File: config.mk
export PLATFORM = sky130hd
export DESIGN_NAME = posit_sqrt_ctrl
export DESIGN_NICKNAME = d
export VERILOG_FILES = /design/src/rtl/posit_ppu_pkg.sv /design/src/rtl/posit_wait_timer.sv /design/src/rtl/posit_sqrt_ctrl.sv
export SDC_FILE = /design/constraint.sdc
export NUM_CORES = 1
export LEC_CHECK = 0
export CORE_ASPECT_RATIO = 1.25
export CORE_MARGIN = 2
export CORE_UTILIZATION = 42
export DETAILED_ROUTE_END_ITERATION = 10
export GPL_TIMING_DRIVEN = 0
export HOLD_SLACK_MARGIN = 0.15
export PLACE_DENSITY = 0.86
export SLEW_MARGIN = 20
export SYNTH_ARGS = -nofsm -noshare
export SYNTH_HDL_FRONTEND = slang
export SYNTH_SLANG_ARGS = --single-unit
export TNS_END_PERCENT = 100
File: constraint.sdc
create_clock -name clk_i -period 2.39 [get_ports clk_i]
set_input_delay 0.717 -clock clk_i [delete_from_list [all_inputs] [get_ports clk_i]]
set_output_delay 0.717 -clock clk_i [all_outputs]
set_load 0.01 [all_outputs]
File: src/rtl/posit_ppu_pkg.sv
// Shared types and constants for the posit processing unit slice.
// Used by the square-root sequencing controller and its testbench.
package posit_ppu_pkg;

  localparam int POSIT_N  = 32;
  localparam int POSIT_ES = 2;

  localparam logic [POSIT_N-1:0] POSIT_ZERO = '0;
  localparam logic [POSIT_N-1:0] POSIT_NAR  = {1'b1, {(POSIT_N-1){1'b0}}};

  localparam int FLAG_W       = 3;
  localparam int FLAG_ZERO    = 0;
  localparam int FLAG_INVALID = 1;
  localparam int FLAG_TIMEOUT = 2;

  typedef enum logic [2:0] {
    ST_IDLE,
    ST_EXTRACT,
    ST_SQRT,
    ST_ROUND,
    ST_RESULT
  } sqrt_ctrl_state_e;

endpackage

File: src/rtl/posit_wait_timer.sv
// Saturating wait counter: clear has priority, enable counts, expired flags
// the final permitted wait cycle (count == MAX_WAIT-1).
module posit_wait_timer #(
  parameter int MAX_WAIT = 64
) (
  input  logic clk_i,
  input  logic rst_ni,
  input  logic clear_i,
  input  logic enable_i,
  output logic expired_o
);

  localparam int W = (MAX_WAIT > 1) ? $clog2(MAX_WAIT) : 1;
  localparam logic [W-1:0] LAST = W'(MAX_WAIT - 1);

  logic [W-1:0] count_q;

  // NOTE: sequential state uses non-blocking assignments so every flop samples pre-edge values.
  always_ff @(posedge clk_i) begin
    if (!rst_ni) begin
      count_q <= '0;
    end else if (clear_i) begin
      count_q <= '0;
    end else if (enable_i && (count_q != LAST)) begin
      count_q <= count_q + 1'b1;
    end
  end

  assign expired_o = (count_q == LAST);

endmodule

File: src/rtl/posit_sqrt_ctrl.sv
// Sequencing controller for extraction -> sqrt -> rounding, with zero/NaR/negative
// short-circuits, per-stage timeout and valid/ready operand and result handshakes.
module posit_sqrt_ctrl
  import posit_ppu_pkg::*;
#(
  parameter int N        = POSIT_N,
  parameter int ES       = POSIT_ES,
  parameter int TAG_W    = 4,
  parameter int MAX_WAIT = 64
) (
  input  logic              clk_i,
  input  logic              rst_ni,
  input  logic              in_valid_i,
  output logic              in_ready_o,
  input  logic [N-1:0]      in_operand_i,
  input  logic [TAG_W-1:0]  in_tag_i,
  input  logic              flush_i,
  output logic [N-1:0]      ext_operand_o,
  input  logic              ext_sign_i,
  input  logic              ext_zero_i,
  input  logic              ext_nar_i,
  output logic              sqrt_en_o,
  input  logic              sqrt_done_i,
  input  logic              sqrt_nar_i,
  output logic              rnd_en_o,
  input  logic              rnd_done_i,
  input  logic [N-1:0]      rnd_result_i,
  output logic              out_valid_o,
  input  logic              out_ready_i,
  output logic [N-1:0]      out_result_o,
  output logic [TAG_W-1:0]  out_tag_o,
  output logic [FLAG_W-1:0] out_flags_o,
  output logic              busy_o
);

  localparam logic [N-1:0] NAR_VAL  = {1'b1, {(N-1){1'b0}}};
  localparam logic [N-1:0] ZERO_VAL = '0;

  if (N < 3 || ES < 0 || ES > N - 3 || MAX_WAIT < 2) begin : g_bad_cfg
    $error("posit_sqrt_ctrl: unsupported parameter set");
  end

  sqrt_ctrl_state_e    state_q, state_d;
  logic [N-1:0]        operand_q, result_q, res_d;
  logic [TAG_W-1:0]    tag_q;
  logic [FLAG_W-1:0]   flags_q, flags_d;
  logic                load_op, load_res;
  logic                timer_clear, timer_expired;

  posit_wait_timer #(.MAX_WAIT(MAX_WAIT)) u_wait_timer (
    .clk_i     (clk_i),
    .rst_ni    (rst_ni),
    .clear_i   (timer_clear),
    .enable_i  ((state_q == ST_SQRT) || (state_q == ST_ROUND)),
    .expired_o (timer_expired)
  );

  // NOTE: every always_comb output gets a default first so no latch is inferred.
  always_comb begin
    state_d     = state_q;
    load_op     = 1'b0;
    load_res    = 1'b0;
    res_d       = NAR_VAL;
    flags_d     = '0;
    timer_clear = 1'b0;

    case (state_q)
      ST_IDLE: begin
        if (in_valid_i) begin
          load_op = 1'b1;
          state_d = ST_EXTRACT;
        end
      end
      ST_EXTRACT: begin
        if (ext_zero_i) begin
          load_res           = 1'b1;
          res_d              = ZERO_VAL;
          flags_d[FLAG_ZERO] = 1'b1;
          state_d            = ST_RESULT;
        end else if (ext_nar_i || ext_sign_i) begin
          load_res              = 1'b1;
          flags_d[FLAG_INVALID] = 1'b1;
          state_d               = ST_RESULT;
        end else begin
          timer_clear = 1'b1;
          state_d     = ST_SQRT;
        end
      end
      ST_SQRT: begin
        // Done takes priority over a simultaneous expiry.
        if (sqrt_done_i) begin
          if (sqrt_nar_i) begin
            load_res              = 1'b1;
            flags_d[FLAG_INVALID] = 1'b1;
            state_d               = ST_RESULT;
          end else begin
            timer_clear = 1'b1;
            state_d     = ST_ROUND;
          end
        end else if (timer_expired) begin
          load_res              = 1'b1;
          flags_d[FLAG_TIMEOUT] = 1'b1;
          state_d               = ST_RESULT;
        end
      end
      ST_ROUND: begin
        if (rnd_done_i) begin
          load_res           = 1'b1;
          res_d              = rnd_result_i;
          flags_d[FLAG_ZERO] = (rnd_result_i == ZERO_VAL);
          state_d            = ST_RESULT;
        end else if (timer_expired) begin
          load_res              = 1'b1;
          flags_d[FLAG_TIMEOUT] = 1'b1;
          state_d               = ST_RESULT;
        end
      end
      ST_RESULT: begin
        if (out_ready_i) state_d = ST_IDLE;
      end
      default: state_d = ST_IDLE;
    endcase

    // Flush overrides everything, including a pending accept or result capture.
    if (flush_i) begin
      state_d  = ST_IDLE;
      load_op  = 1'b0;
      load_res = 1'b0;
    end
  end

  always_ff @(posedge clk_i) begin
    if (!rst_ni) begin
      state_q   <= ST_IDLE;
      operand_q <= '0;
      tag_q     <= '0;
      result_q  <= '0;
      flags_q   <= '0;
    end else begin
      state_q <= state_d;
      if (load_op) begin
        operand_q <= in_operand_i;
        tag_q     <= in_tag_i;
      end
      if (load_res) begin
        result_q <= res_d;
        flags_q  <= flags_d;
      end
    end
  end

  assign in_ready_o    = (state_q == ST_IDLE) && !flush_i;
  assign ext_operand_o = operand_q;
  assign sqrt_en_o     = (state_q == ST_SQRT);
  assign rnd_en_o      = (state_q == ST_ROUND);
  assign out_valid_o   = (state_q == ST_RESULT);
  assign out_result_o  = result_q;
  assign out_tag_o     = tag_q;
  assign out_flags_o   = flags_q;
  assign busy_o        = (state_q != ST_IDLE);

endmodule

# == Yosys cells after proc, flatten, opt, wreduce, memory -nomap -nowiden ==
# Cells that the tools add are included.
# op_classes
mux,37
bitwise,1
n_eq_ne,8
addsub,1
magnitude_cmp,0
n_mul,0
n_shift,0
div,0
n_reduce_logical,11
# ops
cell,count
32-bit 2-to-1 mux,2
32-bit one-hot mux with 2 select lines,1
32-bit logical NOT,1
3-bit 2-to-1 mux,8
1-bit 2-to-1 mux,20
3-bit one-hot mux with 5 select lines,1
1-bit one-hot mux with 2 select lines,4
6-bit by 1-bit adder with 6-bit output (second input constant),1
3-bit by 2-bit equality test with 1-bit output (second input constant),2
6-bit equality test (second input constant),1
6-bit inequality test (second input constant),1
2-bit OR reduction,2
3-bit by 1-bit equality test with 1-bit output (second input constant),1
3-bit equality test (second input constant),1
3-bit logical NOT,1
1-bit one-hot mux with 3 select lines,1
3-bit nonzero test,1
1-bit logical AND,2
1-bit logical OR,2
2-bit by 1-bit inequality test with 1-bit output (second input constant),1
2-bit inequality test (second input constant),1
2-bit AND reduction,1
1-bit logical NOT,1
1-bit NOT,1
# word_totals
latch_bits,0
mem_bits_rw,0
wordCells,64
romBits,0
mem_count,0
in_bits,79
register_bits,80

# == Depth between registers and ports, before layout ==
# logic_depth
ltp_word,5
ltp_mapped,8
ltp_nobuf,6

# == Modules after synthesis ==
# From an unflattened synthesis, not the netlist that was laid out.
# hier_totals
hier_cells,400
hier_area_um2,3467.1
# by_module_without_submodules
module,area_each_um2,instances,cells_each
posit_sqrt_ctrl,3165.5,1,367
posit_wait_timer,301.5,1,33

# == Worst setup path before layout ==
# No wires, ideal clock.
# synth_path
path_type,input -> register
start,input port ext_zero_i
end,register flags_q[1] (netlist: out_flags_o[1])
setup_slack_ps,513
path_buffers,2
path_stages,6
t_arrival_ps,1761
setup_time_ps,116
cell_sequence,nor3_2 nor2b_4 o31a_1 buf_6 buf_6 o211a_1
# synth_between
elab_chain_cells,3
# synth_lines
item,line,text
from (decl),posit_sqrt_ctrl.sv:20,"input logic ext_zero_i,"
1-bit 2-to-1 mux,posit_sqrt_ctrl.sv:75,if (ext_zero_i) begin
1-bit one-hot mux with 3 select lines,posit_sqrt_ctrl.sv:67,case (state_q)
1-bit 2-to-1 mux,posit_sqrt_ctrl.sv:125,if (flush_i) begin
to (signal assigned),posit_sqrt_ctrl.sv:147,flags_q <= flags_d;
to (decl),posit_sqrt_ctrl.sv:46,"logic [FLAG_W-1:0] flags_q, flags_d;"
# Several ways; a longest one is shown, not always the timed one.
# A chain may end at the register's enable or synchronous reset.

# == Final worst setup path ==
# layout_path
start,register state_q[0]
end,output port busy_o
# layout_between
elab_chain_cells,1
# layout_lines
item,line,text
from (decl),posit_sqrt_ctrl.sv:43,"sqrt_ctrl_state_e state_q, state_d;"
from (signal assigned),posit_sqrt_ctrl.sv:140,state_q <= state_d;
3-bit nonzero test,posit_sqrt_ctrl.sv:160,assign busy_o = (state_q != ST_IDLE);
to (decl),posit_sqrt_ctrl.sv:33,output logic busy_o
# Every way passes these cells.

==> results_dict.tcl <==
set metrics [dict create \
    setup_viol 0 \
    yosysSeqAreaShare_pct 46.1 \
    final-seq-area_um2 1600 \
    status "finished clean" \
    r2r_cells 8 \
    min_path_cells 2 \
    leakage_nw 1.87 \
    ys_warn_count 0 \
    stdcell_count 664 \
    wl_per_cell_um 15.0 \
    holdBufCountCts 0 \
    htree_levels 3 \
    grt_max_degree 14 \
    min_from "ext_operand_o[15]" \
    finalMaxSlewViolations 0 \
    gp_congestion 0.842 \
    avgViaCountPerCell 5.15 \
    cellPowerDensity_nw_per_um2 521 \
    vias 3418 \
    r2r_end "out_result_o[18]" \
    numPortBuffers 154 \
    arrival_ns 1.56 \
    synthFlopType "dfxtp_1" \
    final_cell_mix "clkdlybuf4s50_1, nand2_1, dfxtp_1" \
    synth-edff-count 0 \
    synthArstFlopShare_pct 0 \
    hold-path-endpoint "ext_operand_o[15]" \
    cp-end-kind "output port" \
    fp.dieArea_um2 9020 \
    cp_max_fo 10 \
    area_growth_pct 54.4 \
    overflow 0 \
    clockBufferDepth 2 \
    clk_latency_ns 0.34 \
    nets 642 \
    rows 37 \
    slew_headroom_pct 63.4 \
    syn_area_per_cell_um2 8.75 \
    final_antenna_net_count 0 \
    die_y_um 106 \
    tightest_slew_ns 0.549 \
    peakVddDrop_mv 0.491 \
    dpl.cell_count 648 \
    wl_mm 9.99 \
    hold_viol 0 \
    synth_fp_nets 477 \
    critical_path_class "reg -> out" \
    critPathTopFamily "buffers and inverters" \
    dp.final_hpwl_mm 7.75 \
    grt_pass1_vias 3384 \
    fmax_ghz 0.439 \
    crit_required_ns 1.67 \
    ys_ff_latch 80 \
    dieWidth_um 85.3 \
    ys_types 49 \
    grt_pass1_wl_mm 16.0 \
    hp-class "reg -> reg" \
    layout-drive-gt1-share_pct 10.4 \
    crit_slowest_cell "or3_1" \
    path_buf_inv 2 \
    clkSinkCount 80 \
    rsz0062_at_grt "no" \
    timing.final.crit_period_ns 2.28 \
    syn_inst 397 \
    multi_input_area_um2 1740 \
    cts_tree "done" \
    clk_pin_slew_ns 0.08 \
    r2r_setup_slack_ns 0.43 \
    finalCritPeriodShare_pct 95.3 \
    cts_buffers 9 \
    root_buffer "clkbuf_8" \
    fp.coreArea_um2 8150 \
    path_cells "buf_4 -> or3_1 -> dlygate4sd2_1" \
    r2r-start "u_wait_timer.count_q[0]" \
    final_common_cell "clkdlybuf4s50_1" \
    n_fill_cell 680 \
    syn_area_um2 3470 \
    dr.first_iter.drc_count 117 \
    cp-start-kind "register" \
    drv_cap 0 \
    power.total_mw 2.80 \
    antenna_cells 0 \
    drc 0 \
    initial_core_util_pct 42.6 \
    final.setup_skew_ns 0.00919 \
    slowest_delay_ns 0.39 \
    ios 155 \
    dr.pass1.iters 4 \
    antenna_found_initial 0 \
    grtUsageTotal_pct 22.0 \
]
layout make-up:
type                            instances  area share [%]
Multi-Input combinational cell        288            32.4
Tap cell                               97            2.26
Clock buffer                           11            2.45
Timing Repair Buffer                  154            28.5
Clock inverter                          5            1.52
Buffer                                 28            2.92
Sequential cell                        80            29.9
Inverter                                1          0.0700
per-stage QoR:
stage | hold WS [ns] | setup slack [ns] | area (µm²) | util (%) | setup TNS, ns
2_1_floorplan | 0.475 | 0.513 | 3470 | - | 0
3_3_place_gp | 0.437 | -0.301 | 5140 | 63.0 | -10.47
3_5_place_dp | 0.445 | -0.340 | 5140 | 63.0 | -14.07
4_1_cts | 0.459 | 0.0122 | 5360 | 65.8 | 0
5_1_grt | 0.481 | 0.0593 | 5360 | 65.8 | 0
6_report | 0.455 | 0.111 | 5360 | 65.8 | 0
state kept, by name (all words and copies together) (netlist names):
signal,cells
ext_operand_o,32
out_flags_o,3
out_result_o,32
out_tag_o,4
state_q,3
u_wait_timer.count_q,6
power by group:
part	internal (mW)	switching, mW	total [mW]
clock network	0.590	0.471	1.06
registers	1.36	0.0155	1.38
logic	0.214	0.143	0.357
total	2.17	0.630	2.80
synth_stat cells, types with 2 or more instances:
cell,instances,area share [%]
buf_6,5,1.6
nand2b_1,2,0.36
a21boi_1,57,12
dfxtp_1,80,46
buf_2,9,1.3
a21oi_1,3,0.43
nand3_2,10,2.9
nor3b_2,2,0.72
xor2_1,3,0.76
a21boi_0,6,1.3
nor2_1,9,0.97
nor2b_1,4,0.72
or3_1,2,0.36
and3_1,3,0.54
clkbuf_1,13,1.4
nor4_1,7,1.3
nand2_1,116,13
nor3_1,3,0.43
xnor2_1,2,0.50
nand3_1,22,3.2
or4_1,2,0.43
a31oi_1,2,0.36
a21boi_2,6,1.9
nand4_1,4,0.72
worst min-delay path: stages (launching register included):
cell      delay (ns)
dfxtp_1         0.32
nand2_1         0.05
a21boi_1        0.05
cells by family (layout without fill, tap and decap cells):
family	Yosys count	count (layout)	share of synthesized area [%]
flip-flops	80	80	46.1
AND/OR/NAND/NOR	196	196	28.1
adder cells (fa/ha/maj)	1	1	0.360
XOR/XNOR	5	5	1.26
buffers and inverters	29	199	4.54
AO/OA/AOI/OAI	85	85	19.4
multiplexers	1	1	0.288
worst max-delay path by stage:
stage                     startpoint                to  cells past startpoint
final                     state_q[0]            busy_o                      3
after global routing      in_valid_i      out_tag_o[3]                      6
after CTS                 ext_zero_i  out_result_o[18]                      7
after detailed placement  ext_zero_i  out_result_o[11]                      7
after global placement       flush_i        in_ready_o                      3
after floorplan           ext_zero_i    out_flags_o[1]                      6
routing by layer:
| layer | track usage [%] | share of wire [%] |
|---|---|---|
| met4 | 9.07 | 1.9 |
| met1 | 24.8 | 39 |
| met3 | 5.56 | 6.9 |
| met2 | 38.8 | 52 |
| met5 | 0 | 0 |
repair_timing:
item                       in CTS  in global routing
gates resized for setup        12                  2
buffers inserted                0                  0
setup endpoints to repair       5                 31
Power figures use the tool's default switching activity.
